### src/rtl/vrased_pkg.sv
// rtl/vrased_pkg.sv - shared types and constants for the VRASED hardware guard
// FSM encoding, cause-bit positions and default memory map.
package vrased_pkg;

  typedef enum logic [1:0] {
    ST_IDLE = 2'd0,
    ST_EXEC = 2'd1,
    ST_HOLD = 2'd2,
    ST_WAIT = 2'd3
  } vr_state_e;

  localparam int CAUSE_AC        = 0;
  localparam int CAUSE_XSTACK    = 1;
  localparam int CAUSE_ENTRY     = 2;
  localparam int CAUSE_EXIT      = 3;
  localparam int CAUSE_IRQ       = 4;
  localparam int CAUSE_DMA_KEY   = 5;
  localparam int CAUSE_DMA_STACK = 6;
  localparam int CAUSE_DMA_EXEC  = 7;

  // Region sizes are inclusive end offsets: a region spans [BASE, BASE+SIZE].
  localparam logic [15:0] DEF_SMEM_BASE     = 16'hA000;
  localparam logic [15:0] DEF_SMEM_SIZE     = 16'h4000;
  localparam logic [15:0] DEF_KMEM_BASE     = 16'h6A00;
  localparam logic [15:0] DEF_KMEM_SIZE     = 16'h001F;
  localparam logic [15:0] DEF_SDATA_BASE    = 16'h0400;
  localparam logic [15:0] DEF_SDATA_SIZE    = 16'h0C00;
  localparam logic [15:0] DEF_HMAC_BASE     = 16'h0230;
  localparam logic [15:0] DEF_HMAC_SIZE     = 16'h0020;
  localparam logic [15:0] DEF_RESET_HANDLER = 16'h0000;
  localparam int          DEF_N_DMA         = 2;
  localparam int          DEF_RST_HOLD      = 4;

endpackage

### src/rtl/vrased_range_chk.sv
// rtl/vrased_range_chk.sv - inclusive address range comparator
// The end bound is computed in 17 bits so a region touching 16'hFFFF cannot wrap.
module vrased_range_chk (
  input  logic [15:0] addr,
  input  logic [15:0] base,
  input  logic [15:0] size,
  output logic        hit
);

  logic [16:0] top;

  assign top = {1'b0, base} + {1'b0, size};
  assign hit = (addr >= base) && ({1'b0, addr} <= top);

endmodule

### src/rtl/vrased_guard.sv
// rtl/vrased_guard.sv - VRASED access/atomicity guard that forces an MCU reset
// Violations in IDLE/EXEC open an episode: a fixed HOLD window, then WAIT until the CPU is at the reset handler.
module vrased_guard
  import vrased_pkg::*;
#(
  parameter logic [15:0] SMEM_BASE     = DEF_SMEM_BASE,
  parameter logic [15:0] SMEM_SIZE     = DEF_SMEM_SIZE,
  parameter logic [15:0] SMEM_EXIT     = SMEM_BASE + SMEM_SIZE - 16'd2,
  parameter logic [15:0] KMEM_BASE     = DEF_KMEM_BASE,
  parameter logic [15:0] KMEM_SIZE     = DEF_KMEM_SIZE,
  parameter logic [15:0] SDATA_BASE    = DEF_SDATA_BASE,
  parameter logic [15:0] SDATA_SIZE    = DEF_SDATA_SIZE,
  parameter logic [15:0] HMAC_BASE     = DEF_HMAC_BASE,
  parameter logic [15:0] HMAC_SIZE     = DEF_HMAC_SIZE,
  parameter logic [15:0] RESET_HANDLER = DEF_RESET_HANDLER,
  parameter int          N_DMA         = DEF_N_DMA,
  parameter int          RST_HOLD      = DEF_RST_HOLD
) (
  input  logic                 clk,
  input  logic                 reset_n,
  input  logic [15:0]          pc,
  input  logic                 data_en,
  input  logic                 data_wr,
  input  logic [15:0]          data_addr,
  input  logic [N_DMA-1:0]     dma_en,
  input  logic [16*N_DMA-1:0]  dma_addr,
  input  logic                 irq,
  output logic                 reset,
  output logic [7:0]           cause,
  output logic [N_DMA-1:0]     dma_src,
  output logic [7:0]           viol_count
);

  localparam logic [3:0] HOLD_INIT = 4'(RST_HOLD - 1);

  vr_state_e        state_q, state_d;
  logic             reset_q, reset_d;
  logic [7:0]       cause_q, cause_d;
  logic [N_DMA-1:0] dma_src_q, dma_src_d;
  logic [7:0]       viol_count_q, viol_count_d;
  logic [15:0]      pc_prev_q, pc_prev_d;
  logic [3:0]       hold_cnt_q, hold_cnt_d;

  logic             in_smem, d_kmem, d_sdata, d_hmac;
  logic [N_DMA-1:0] dma_kmem, dma_sdata, dma_bad;
  logic [7:0]       viol;

  vrased_range_chk u_pc_smem  (.addr(pc),        .base(SMEM_BASE),  .size(SMEM_SIZE),  .hit(in_smem));
  vrased_range_chk u_d_kmem   (.addr(data_addr), .base(KMEM_BASE),  .size(KMEM_SIZE),  .hit(d_kmem));
  vrased_range_chk u_d_sdata  (.addr(data_addr), .base(SDATA_BASE), .size(SDATA_SIZE), .hit(d_sdata));
  vrased_range_chk u_d_hmac   (.addr(data_addr), .base(HMAC_BASE),  .size(HMAC_SIZE),  .hit(d_hmac));

  generate
    for (genvar k = 0; k < N_DMA; k++) begin : g_dma
      vrased_range_chk u_kmem  (.addr(dma_addr[16*k +: 16]), .base(KMEM_BASE),
                                .size(KMEM_SIZE),  .hit(dma_kmem[k]));
      vrased_range_chk u_sdata (.addr(dma_addr[16*k +: 16]), .base(SDATA_BASE),
                                .size(SDATA_SIZE), .hit(dma_sdata[k]));
    end
  endgenerate

  always_comb begin
    viol = '0;
    viol[CAUSE_AC]     = data_en && d_kmem && !in_smem;
    viol[CAUSE_XSTACK] = (data_en && d_sdata && !in_smem) ||
                         (data_wr && in_smem && !d_sdata && !d_hmac);
    viol[CAUSE_ENTRY]  = (state_q == ST_IDLE) && in_smem && (pc != SMEM_BASE);
    viol[CAUSE_EXIT]   = (state_q == ST_EXEC) && !in_smem && (pc_prev_q != SMEM_EXIT);
    // An interrupt pending at the exact entry instruction does not spoil a legal entry.
    viol[CAUSE_IRQ]    = irq && in_smem && !((state_q == ST_IDLE) && (pc == SMEM_BASE));
    viol[CAUSE_DMA_KEY]   = |(dma_en & dma_kmem);
    viol[CAUSE_DMA_STACK] = |(dma_en & dma_sdata);
    viol[CAUSE_DMA_EXEC]  = in_smem && (|dma_en);
    dma_bad = dma_en & (dma_kmem | dma_sdata | {N_DMA{in_smem}});
  end

  always_comb begin
    state_d      = state_q;
    cause_d      = cause_q;
    dma_src_d    = dma_src_q;
    viol_count_d = viol_count_q;
    hold_cnt_d   = hold_cnt_q;
    pc_prev_d    = pc;
    case (state_q)
      ST_IDLE, ST_EXEC: begin
        if (|viol) begin
          state_d    = ST_HOLD;
          hold_cnt_d = HOLD_INIT;
          cause_d    = cause_q | viol;
          dma_src_d  = dma_src_q | dma_bad;
          if (viol_count_q != 8'hFF) viol_count_d = viol_count_q + 8'd1;
        end else if ((state_q == ST_IDLE) && (pc == SMEM_BASE)) begin
          state_d = ST_EXEC;
        end else if ((state_q == ST_EXEC) && !in_smem) begin
          state_d = ST_IDLE;
        end
      end
      ST_HOLD: begin
        if (hold_cnt_q == 4'd0) state_d = ST_WAIT;
        else hold_cnt_d = hold_cnt_q - 4'd1;
      end
      ST_WAIT: begin
        if (pc == RESET_HANDLER) state_d = ST_IDLE;
      end
      default: state_d = ST_IDLE;
    endcase
    reset_d = (state_d == ST_HOLD) || (state_d == ST_WAIT);
  end

  always_ff @(posedge clk or negedge reset_n) begin
    if (!reset_n) begin
      state_q      <= ST_IDLE;
      reset_q      <= 1'b0;
      cause_q      <= '0;
      dma_src_q    <= '0;
      viol_count_q <= '0;
      pc_prev_q    <= '0;
      hold_cnt_q   <= '0;
    end else begin
      state_q      <= state_d;
      reset_q      <= reset_d;
      cause_q      <= cause_d;
      dma_src_q    <= dma_src_d;
      viol_count_q <= viol_count_d;
      pc_prev_q    <= pc_prev_d;
      hold_cnt_q   <= hold_cnt_d;
    end
  end

  assign reset      = reset_q;
  assign cause      = cause_q;
  assign dma_src    = dma_src_q;
  assign viol_count = viol_count_q;

endmodule

### config.mk
export PLATFORM = sky130hd
export DESIGN_NAME = vrased_guard
export DESIGN_NICKNAME = d
export VERILOG_FILES = /design/src/rtl/vrased_pkg.sv /design/src/rtl/vrased_range_chk.sv /design/src/rtl/vrased_guard.sv
export SDC_FILE = /design/constraint.sdc
export NUM_CORES = 1
export LEC_CHECK = 0
export BUFFER_PORTS_ARGS = -buffer_cell sky130_fd_sc_hd__buf_2
export CAP_MARGIN = 20
export CORE_MARGIN = 2
export CORE_UTILIZATION = 50
export DETAILED_ROUTE_END_ITERATION = 8
export PLACE_DENSITY = 0.83
export SLEW_MARGIN = 40
export SYNTH_ARGS = -nofsm -noshare
export SYNTH_HDL_FRONTEND = slang
export SYNTH_SLANG_ARGS = --single-unit
### constraint.sdc
create_clock -name clk -period 5.01 [get_ports clk]
set_input_delay 0.501 -clock clk [delete_from_list [all_inputs] [get_ports clk]]
set_output_delay 0.501 -clock clk [all_outputs]
set_load 0.1 [all_outputs]
-- Yosys cells after proc, flatten, opt, wreduce, memory -nomap -nowiden
Cells that the tools add are included.
- add/subtract/negate cells: 2
- multiply operators: 0
- div/mod/pow operators: 0
- order comparisons: 16
- eq/ne operators: 11
- shift operators: 0
- mux-type cells: 9
- bitwise gates (word level): 7
- reduce and logical (&&, ||, !) cells: 41
- operators by type and width (operator ; count):
    greater-or-equal comparator 16 x 11 -> 1 bit (second input constant) ; 3
    greater-or-equal comparator 16 x 15 -> 1 bit (second input constant) ; 3
    <= comparator 16 x 13 -> 1 bit (second input constant) ; 3
    <= comparator 16 x 15 -> 1 bit (second input constant) ; 3
    inequality test 16 bit (second input constant) ; 2
    logical AND 1 bit ; 23
    equality test 16 bit (second input constant) ; 1
    greater-or-equal comparator 16 x 10 -> 1 bit (second input constant) ; 1
    greater-or-equal comparator 16 bit (second input constant) ; 1
    <= comparator 16 x 10 -> 1 bit (second input constant) ; 1
    <= comparator 16 bit (second input constant) ; 1
    zero test 16 bit ; 1
    2-to-1 mux 2 bit ; 5
    OR reduction 10 bit ; 1
    adder 8 x 1 -> 8 bit (second input constant) ; 1
    equality test 2 bit (second input constant) ; 4
    2-to-1 mux 4 bit ; 2
    inequality test 8 bit (second input constant) ; 1
    bitwise OR 8 bit ; 1
    one-hot mux 4 bit (2 select lines) ; 1
    OR reduction 2 bit ; 4
    bitwise AND 2 bit ; 3
    bitwise OR 2 bit ; 3
    one-hot mux 2 bit (3 select lines) ; 1
    other kinds (10) ; 16
- register bits: 41
- bits in latches: 0
- RAM bits: 0
- bits in read-only memories: 0
- input port bits: 71
- output and inout port bits: 19
- logic and storage cells: 93
- memories: 0

-- Logic depth before layout (Yosys ltp)
Gate-level depths: netlist of run 1.
- word-level depth: 11
- mapped depth: 10
- gate-level depth less buffers: 8

-- Cells and area by module
Synthesis of run 1 repeated with hierarchy kept, for this count alone.
- cells, all modules: 1681
- area, all modules: 13625.6 µm²
- modules (own cells, without submodules) (module ; instances ; cells each ; area each (µm²) ; sequential area each (µm²)):
    vrased_range_chk (g_dma[0].u_sdata ...) ; 5 ; 193 ; 1500.2 ; 0.0
    vrased_range_chk (g_dma[0].u_kmem ...) ; 3 ; 191 ; 1468.9 ; 0.0
    vrased_guard ; 1 ; 143 ; 1717.9 ; 1026.0

-- Least setup slack after synthesis of run 1
No wires, ideal clock.
- path kind: input to register
- start: input data_addr[13]
- end: register viol_count_q[1], in the netlist viol_count[1]
- library setup time: 126 ps
- arrival time: 2537 ps
- data required time: 4884 ps
- slack: 2347 ps
- stages: 8
- buffers on the path: 0
- cell sequence: or4_1 > nor4_1 > a21oi_1 > and4_1 > nor4_1 > and2_4 > or3_4 > mux2_4
- cells in the longest elaborated chain, start to end: 8
- elaborated cells between the ends (all ways): 20
- those cells by class: 6 x order compare; 14 x reduce/logical
- RTL lines (item ; line ; source):
    start, declared ; vrased_guard.sv:24 ; input logic [15:0] data_addr,
    greater-or-equal comparator 16 x 11 -> 1 bit / <= comparator 16 x 13 -> 1 bit (equally long branches) ; vrased_range_chk.sv:13 ; assign hit = (addr >= base) && ({1'b0, addr} <= top);
    logical AND 1 bit ; vrased_range_chk.sv:13 ;
    zero test 1 bit ; vrased_guard.sv:66 ; (data_wr && in_smem && !d_sdata && !d_hmac);
    logical AND 1 bit (2 in series) ; vrased_guard.sv:66 ;
    logical OR 1 bit ; vrased_guard.sv:65 ; viol[CAUSE_XSTACK] = (data_en && d_sdata && !in_smem) ||
    OR reduction 10 bit (*) ; vrased_guard.sv:86 ; if (|viol) begin
    AND reduction 3 bit (no line) (*) ; -- ;
    end signal, assigned ; vrased_guard.sv:124 ; viol_count_q <= viol_count_d;
    end, declared ; vrased_guard.sv:40 ; logic [7:0] viol_count_q, viol_count_d;
Mark *: on every way between the ends. The rest lies on a longest branch, timed or not.
A chain may end at the register's enable or synchronous reset.

-- Final worst setup path of run 1
Ends and elaborated chain as after synthesis.

==> results_dict.tcl, run 1 <==
set metrics [dict create \
    rows 23 \
    instances_no_fill 351 \
    initial_core_util_pct 52.1 \
    htreeDepth 2 \
    overflow 0 \
    place_inst 343 \
    finalWirelength_microns 5130 \
    vdd_drop_max_mv 0.152 \
    hold_path_class "in2async" \
    worstSetupEndpointType "flip-flop" \
    grt_pass1_vias 1922 \
    drive_above_1_share_pct 33.9 \
    slew_viol_final 0 \
    grt_pass1_wl_microns 8070 \
    reg2regPathDepth 8 \
    die_h_microns 68.6 \
    grt_max_degree 42 \
    cts_tree "done" \
    synth.distinct_cells 53 \
    setup_tns_ps 0 \
    drtAntennaViolNets 0 \
    antenna_found_initial 0 \
    drt_drc_violations_left 0 \
    async_flop_share_pct 100 \
    area_growth_syn_to_layout_pct 27.1 \
    post-cts-setup-buffer-count 0 \
    path_max_fanout 11 \
    ys_ff_latch 41 \
    powerDensity_mw_per_mm2 250 \
    drv_cap 0 \
    fin_nets 374 \
    synthCells 208 \
    ys.flop_type "dfrtp_1" \
    io_pins 90 \
    r2r_slack_ps 2490 \
    io_buffers 89 \
    tightest_slew_ps 695 \
    skew_ps 9.71 \
    postLayoutSetupSlackWorst_ps 2200 \
    crit_type "in2reg" \
    postCtsHoldBufs 0 \
    clock_latency_ps 300 \
    hold_viol_final 0 \
    cts.sinks 41 \
    die-area_sq_mm 0.00470 \
    synth_warnings 0 \
    holdWs_ps 174 \
    cts_buffers 5 \
    crit_path_start_kind "primary input" \
    reg2reg_to "viol_count[1]$_DFFE_PN0P_" \
    max_freq_ghz 0.356 \
    r2r_start "pc_prev_q[13]$_DFF_PN0_" \
    synth_seq_area_share_pct 49.2 \
    clk_pin_slew_worst_paths_ps 80 \
    status "finished, final reports clean" \
    synth_nets 282 \
    via_per_inst 5.62 \
    finalCritPeriodShare_pct 56.0 \
    wl_per_cell_microns 14.6 \
    max-slew-margin-rel_pct 53.1 \
    setup_viol 0 \
    dr_total_vias 1972 \
    fin_crit_ps 2810 \
    drt_first_iter_violations 107 \
    cts_buffer_depth 2 \
    die_w_microns 68.6 \
    worstPathRequired_ps 5180 \
    dp_hpwl_microns 4000 \
    pre_cts_slack_ps 1900 \
    coreArea_sq_mm 0.00400 \
    grtUsageTotal_pct 23.6 \
    gp_congestion 0.870 \
    synth_area_sq_mm 0.00209 \
    root_buffer "clkbuf_8" \
    rsz0062_at_grt "false" \
    dr.pass1.iters 4 \
    post_cts_resized 0 \
    synth_edf_count 0 \
    antennaDiodeCount 0 \
    p_leak_nw 1.25 \
    syn_avg_cell_area_sq_um 10.0 \
    cp.arrival_ps 2980 \
]
==> layer usage <==
layer / vias up / routed length, microns / share of wire (%) / global-route usage, %
li1: 975 / - / - / -
met1: 928 / 2110 / 41 / 26.7
met2: 55 / 2620 / 51 / 41.2
met3: 14 / 300 / 5.8 / 6.17
met4: 0 / 104 / 2.0 / 11.0
met5: - / 0 / 0 / 0
==> layout by cell type (no fill, tap or decap), types with 2 or more instances in the layout <==
cell      synthesis  layout
buf_2             2      88
dfrtp_1          41      41
nand2_1          14      14
nor4_1           13      13
nor2_1           13      13
a21oi_1          11      11
nand2b_1          9       9
nor3_1            8       8
nand3_1           8       8
nand4_1           7       7
inv_1             6       6
or4_1             6       6
xor2_1            5       5
clkbuf_8          0       5
and3_1            4       4
o21ai_0           4       4
and2_1            3       3
nand4b_1          3       3
a21o_1            3       3
o21bai_1          3       3
ha_1              3       3
clkbuf_1          1       3
a22oi_1           2       2
o22ai_1           2       2
o21a_1            2       2
nor4b_1           2       2
a21boi_0          2       2
xnor2_1           2       2
a31oi_1           2       2
or2_2             2       2
o31ai_1           2       2
==> synth_stat cells, types with 2 or more instances <==
library cell / n / area (sq um)
a21boi_0: 2 / 15.0
a21o_1: 3 / 22.5
a21oi_1: 11 / 55.1
a22oi_1: 2 / 15.0
a31oi_1: 2 / 12.5
and2_1: 3 / 18.8
and3_1: 4 / 25.0
buf_2: 2 / 10.0
dfrtp_1: 41 / 1030
ha_1: 3 / 37.5
inv_1: 6 / 22.5
nand2_1: 14 / 52.6
nand2b_1: 9 / 56.3
nand3_1: 8 / 40.0
nand4_1: 7 / 43.8
nand4b_1: 3 / 26.3
nor2_1: 13 / 48.8
nor3_1: 8 / 40.0
nor4_1: 13 / 81.3
nor4b_1: 2 / 17.5
o21a_1: 2 / 15.0
o21ai_0: 4 / 20.0
o21bai_1: 3 / 22.5
o22ai_1: 2 / 12.5
o31ai_1: 2 / 15.0
or2_2: 2 / 12.5
or4_1: 6 / 45.0
xnor2_1: 2 / 17.5
xor2_1: 5 / 43.8
==> logic make-up (layout without fill, tap and decap cells) <==
kind of cell	count (synthesis)	in the layout	synth area share [%]
adder cells (fa/ha/maj)	3	3	1.80
AND/OR/NAND/NOR	100	100	27.7
multiplexers	3	3	1.74
buffers and inverters	10	103	2.28
flip-flops	41	41	49.2
XOR/XNOR	7	7	2.94
AO/OA/AOI/OAI	44	44	14.3
==> worst max-delay path by stage <==
stage                  startpoint                   endpoint  slack [ps]
CTS                 data_addr[13]  viol_count[1]$_DFFE_PN0P_        2220
global route        data_addr[13]  viol_count[1]$_DFFE_PN0P_        2050
floorplan           data_addr[13]  viol_count[1]$_DFFE_PN0P_        2350
global placement            pc[0]  viol_count[1]$_DFFE_PN0P_        2040
detailed placement  data_addr[13]  viol_count[1]$_DFFE_PN0P_        1900
finish              data_addr[13]  viol_count[1]$_DFFE_PN0P_        2200
==> per-stage QoR <==
stage | power [mW] | util [%] | area [sq um]
after floorplan | 0.414 | - | 2090
after global placement | 0.463 | 64.2 | 2570
after detailed placement | 0.466 | 64.3 | 2570
after CTS | 0.667 | 66.3 | 2650
after global routing | 0.697 | 66.3 | 2650
final | 0.662 | 66.3 | 2650
==> registers in the layout, summed over array words and instances (netlist names) <==
signal and count:
cause 8, dma_src 2, hold_cnt_q 4, pc_prev_q 16
reset 1, state_q 2, viol_count 8
==> final cells by class <==
cell class / count / area, sq um
clock buffer: 8 / 80.1
multi-input combinational: 157 / 1010
tap: 50 / 62.6
inverter: 6 / 22.5
timing repair buffer: 89 / 448
fill: 328 / 1350
sequential: 41 / 1030
==> worst max-delay path, stage by stage <==
cell     delay, ps
buf_2          110
or4_1          530
nor4_1         310
a21oi_1        160
and4_1         240
nor4_1         380
and2_4         290
or3_4          160
mux2_4         290
==> where the power goes <==
part / internal [mW] / switching [mW] / total (mW) / leakage (nW)
clock network: 0.0989 / 0.103 / 0.202 / 0.0395
logic: 0.0380 / 0.0726 / 0.111 / 0.753
registers: 0.342 / 0.00670 / 0.349 / 0.458
Power figures use the tool's default switching activity.
==> run 2: changes to the inputs <==
- CORE_UTILIZATION: 50 -> 47
- PLACE_DENSITY: 0.83 -> 0.79
- clock period: 5.01 -> 2.7 ns (I/O delays scaled with it)
==> results_dict.tcl, run 2 (synthesis gave the netlist of run 1 again) <==
set metrics [dict create \
    status "finished, final reports clean" \
    dr_total_vias 1973 \
    drtAntennaViolNets 0 \
    worstPathRequired_ps 2840 \
    cts_buffer_depth 2 \
    fill_cells 387 \
    max_flop_register "pc_prev_q" \
    max-slew-margin-rel_pct 66.9 \
    die-area_sq_mm 0.00499 \
    holdWs_ps 98.4 \
    drive_above_1_share_pct 36.5 \
    crit_path_start_kind "primary input" \
    critPathSlowestCell "or4_1" \
    rows 24 \
    fin_nets 383 \
    slew_viol_final 0 \
    cp_slowest_stage_delay_ps 540 \
    drt_drc_violations_left 0 \
    rsz0062_at_grt "false" \
    wl_per_cell_microns 13.8 \
    clock_latency_ps 290 \
    final_area_sq_mm 0.00274 \
    setup_tns_ps 0 \
    fin_crit_ps 2410 \
    cts_tree "done" \
    root_buffer "clkbuf_8" \
    path_cells "buf_2 > or4_1 > nor4_1 > a21oi_1 > and4_1 > nor4_1 > buf_4 > and2_4 > buf_4 > nand2_1 > a21boi_0" \
    clk_pin_slew_worst_paths_ps 80 \
    htreeDepth 2 \
    io_buffers 89 \
    grt_pass1_wl_microns 8750 \
    hold_path_class "in2reg" \
    place_inst 353 \
    post-cts-setup-buffer-count 0 \
    via_per_inst 5.45 \
    setup_viol 0 \
    area_growth_syn_to_layout_pct 31.4 \
    worstSetupEndpointType "flip-flop" \
    p_leak_nw 1.30 \
    antennaDiodeCount 0 \
    grt_pass1_vias 2017 \
    initial_core_util_pct 48.2 \
    layout_commonest_cell "buf_2" \
    die_h_microns 70.6 \
    die_w_microns 70.6 \
    grt_max_degree 42 \
    pre_cts_slack_ps -19.6 \
    drt_first_iter_violations 74 \
    largest_reg_flops 16 \
    layout_common_cells "buf_2 (88), dfrtp_1 (41), nand2_1 (14)" \
    skew_ps 6.24 \
    vdd_drop_max_mv 0.399 \
    gp_congestion 0.830 \
    grtUsageTotal_pct 21.8 \
    hold_viol_final 0 \
    dr.pass1.iters 4 \
    fin_util_pct 63.4 \
    cts.sinks 41 \
    finalWirelength_microns 4980 \
    placed_area_sq_mm 0.00263 \
    overflow 0 \
    power_mw 1.27 \
    max_freq_ghz 0.414 \
    postLayoutSetupSlackWorst_ps 287 \
    dp_hpwl_microns 3980 \
    powerDensity_mw_per_mm2 464 \
    crit_type "in2reg" \
    cts_buffers 5 \
    path_max_fanout 5 \
    coreArea_sq_mm 0.00432 \
    cp.arrival_ps 2560 \
    instances_no_fill 362 \
    antenna_found_initial 0 \
    drv_cap 0 \
    io_pins 90 \
    tightest_slew_ps 496 \
    finalCritPeriodShare_pct 89.4 \
]
run 2: worst paths after layout:
path                            cells past startpoint  slack (ps)                      to                     from
worst max-delay path                               11         290         reset$_DFF_PN0_            data_addr[13]
worst min-delay path                                1         100  pc_prev_q[3]$_DFF_PN0_                    pc[3]
worst max register to register                     10         530         reset$_DFF_PN0_  pc_prev_q[13]$_DFF_PN0_
worst min register to register                      1         460    cause[1]$_DFFE_PN0P_     cause[1]$_DFFE_PN0P_
max in group asynchronous                           2        1870    cause[1]$_DFFE_PN0P_                  reset_n
min in group asynchronous                           2         490  pc_prev_q[0]$_DFF_PN0_                  reset_n
run 2: report_power, final:
part / switching (mW) / internal, mW
clock: 0.206 / 0.207
combinational: 0.135 / 0.0775
sequential: 0.0122 / 0.635
run 2: critical path: cells and delay by family:
kind,cells,cell delay (ps)
AO/OA/AOI/OAI,2,310
buffers and inverters,3,420
AND/OR/NAND/NOR,6,1550
run 2: cell type report:
| type | count | area (sq um) | area share (%) |
|---|---|---|---|
| Multi-Input combinational cell | 157 | 1010 | 36.9 |
| Clock buffer | 6 | 82.6 | 3.01 |
| Sequential cell | 41 | 1030 | 37.4 |
| Inverter | 6 | 22.5 | 0.822 |
| Clock inverter | 2 | 13.8 | 0.502 |
| Timing Repair Buffer | 98 | 518 | 18.9 |
| Tap cell | 52 | 65.1 | 2.37 |
run 2: timing repair:
action                     in CTS  in global routing
hold endpoints to repair       41                  0
setup endpoints to repair       0                  0
hold buffers                    1                  0
gates resized for setup         0                  0
run 2: metal layers:
layer | GRT usage (%) | vias up | share of wire (%) | routed length, microns
li1 | - | 990 | - | -
met1 | 27.5 | 944 | 43 | 2150
met3 | 4.84 | 7 | 3.9 | 192
met2 | 37.3 | 32 | 51 | 2550
met5 | 0 | - | 0 | 0
met4 | 7.55 | 0 | 1.6 | 80
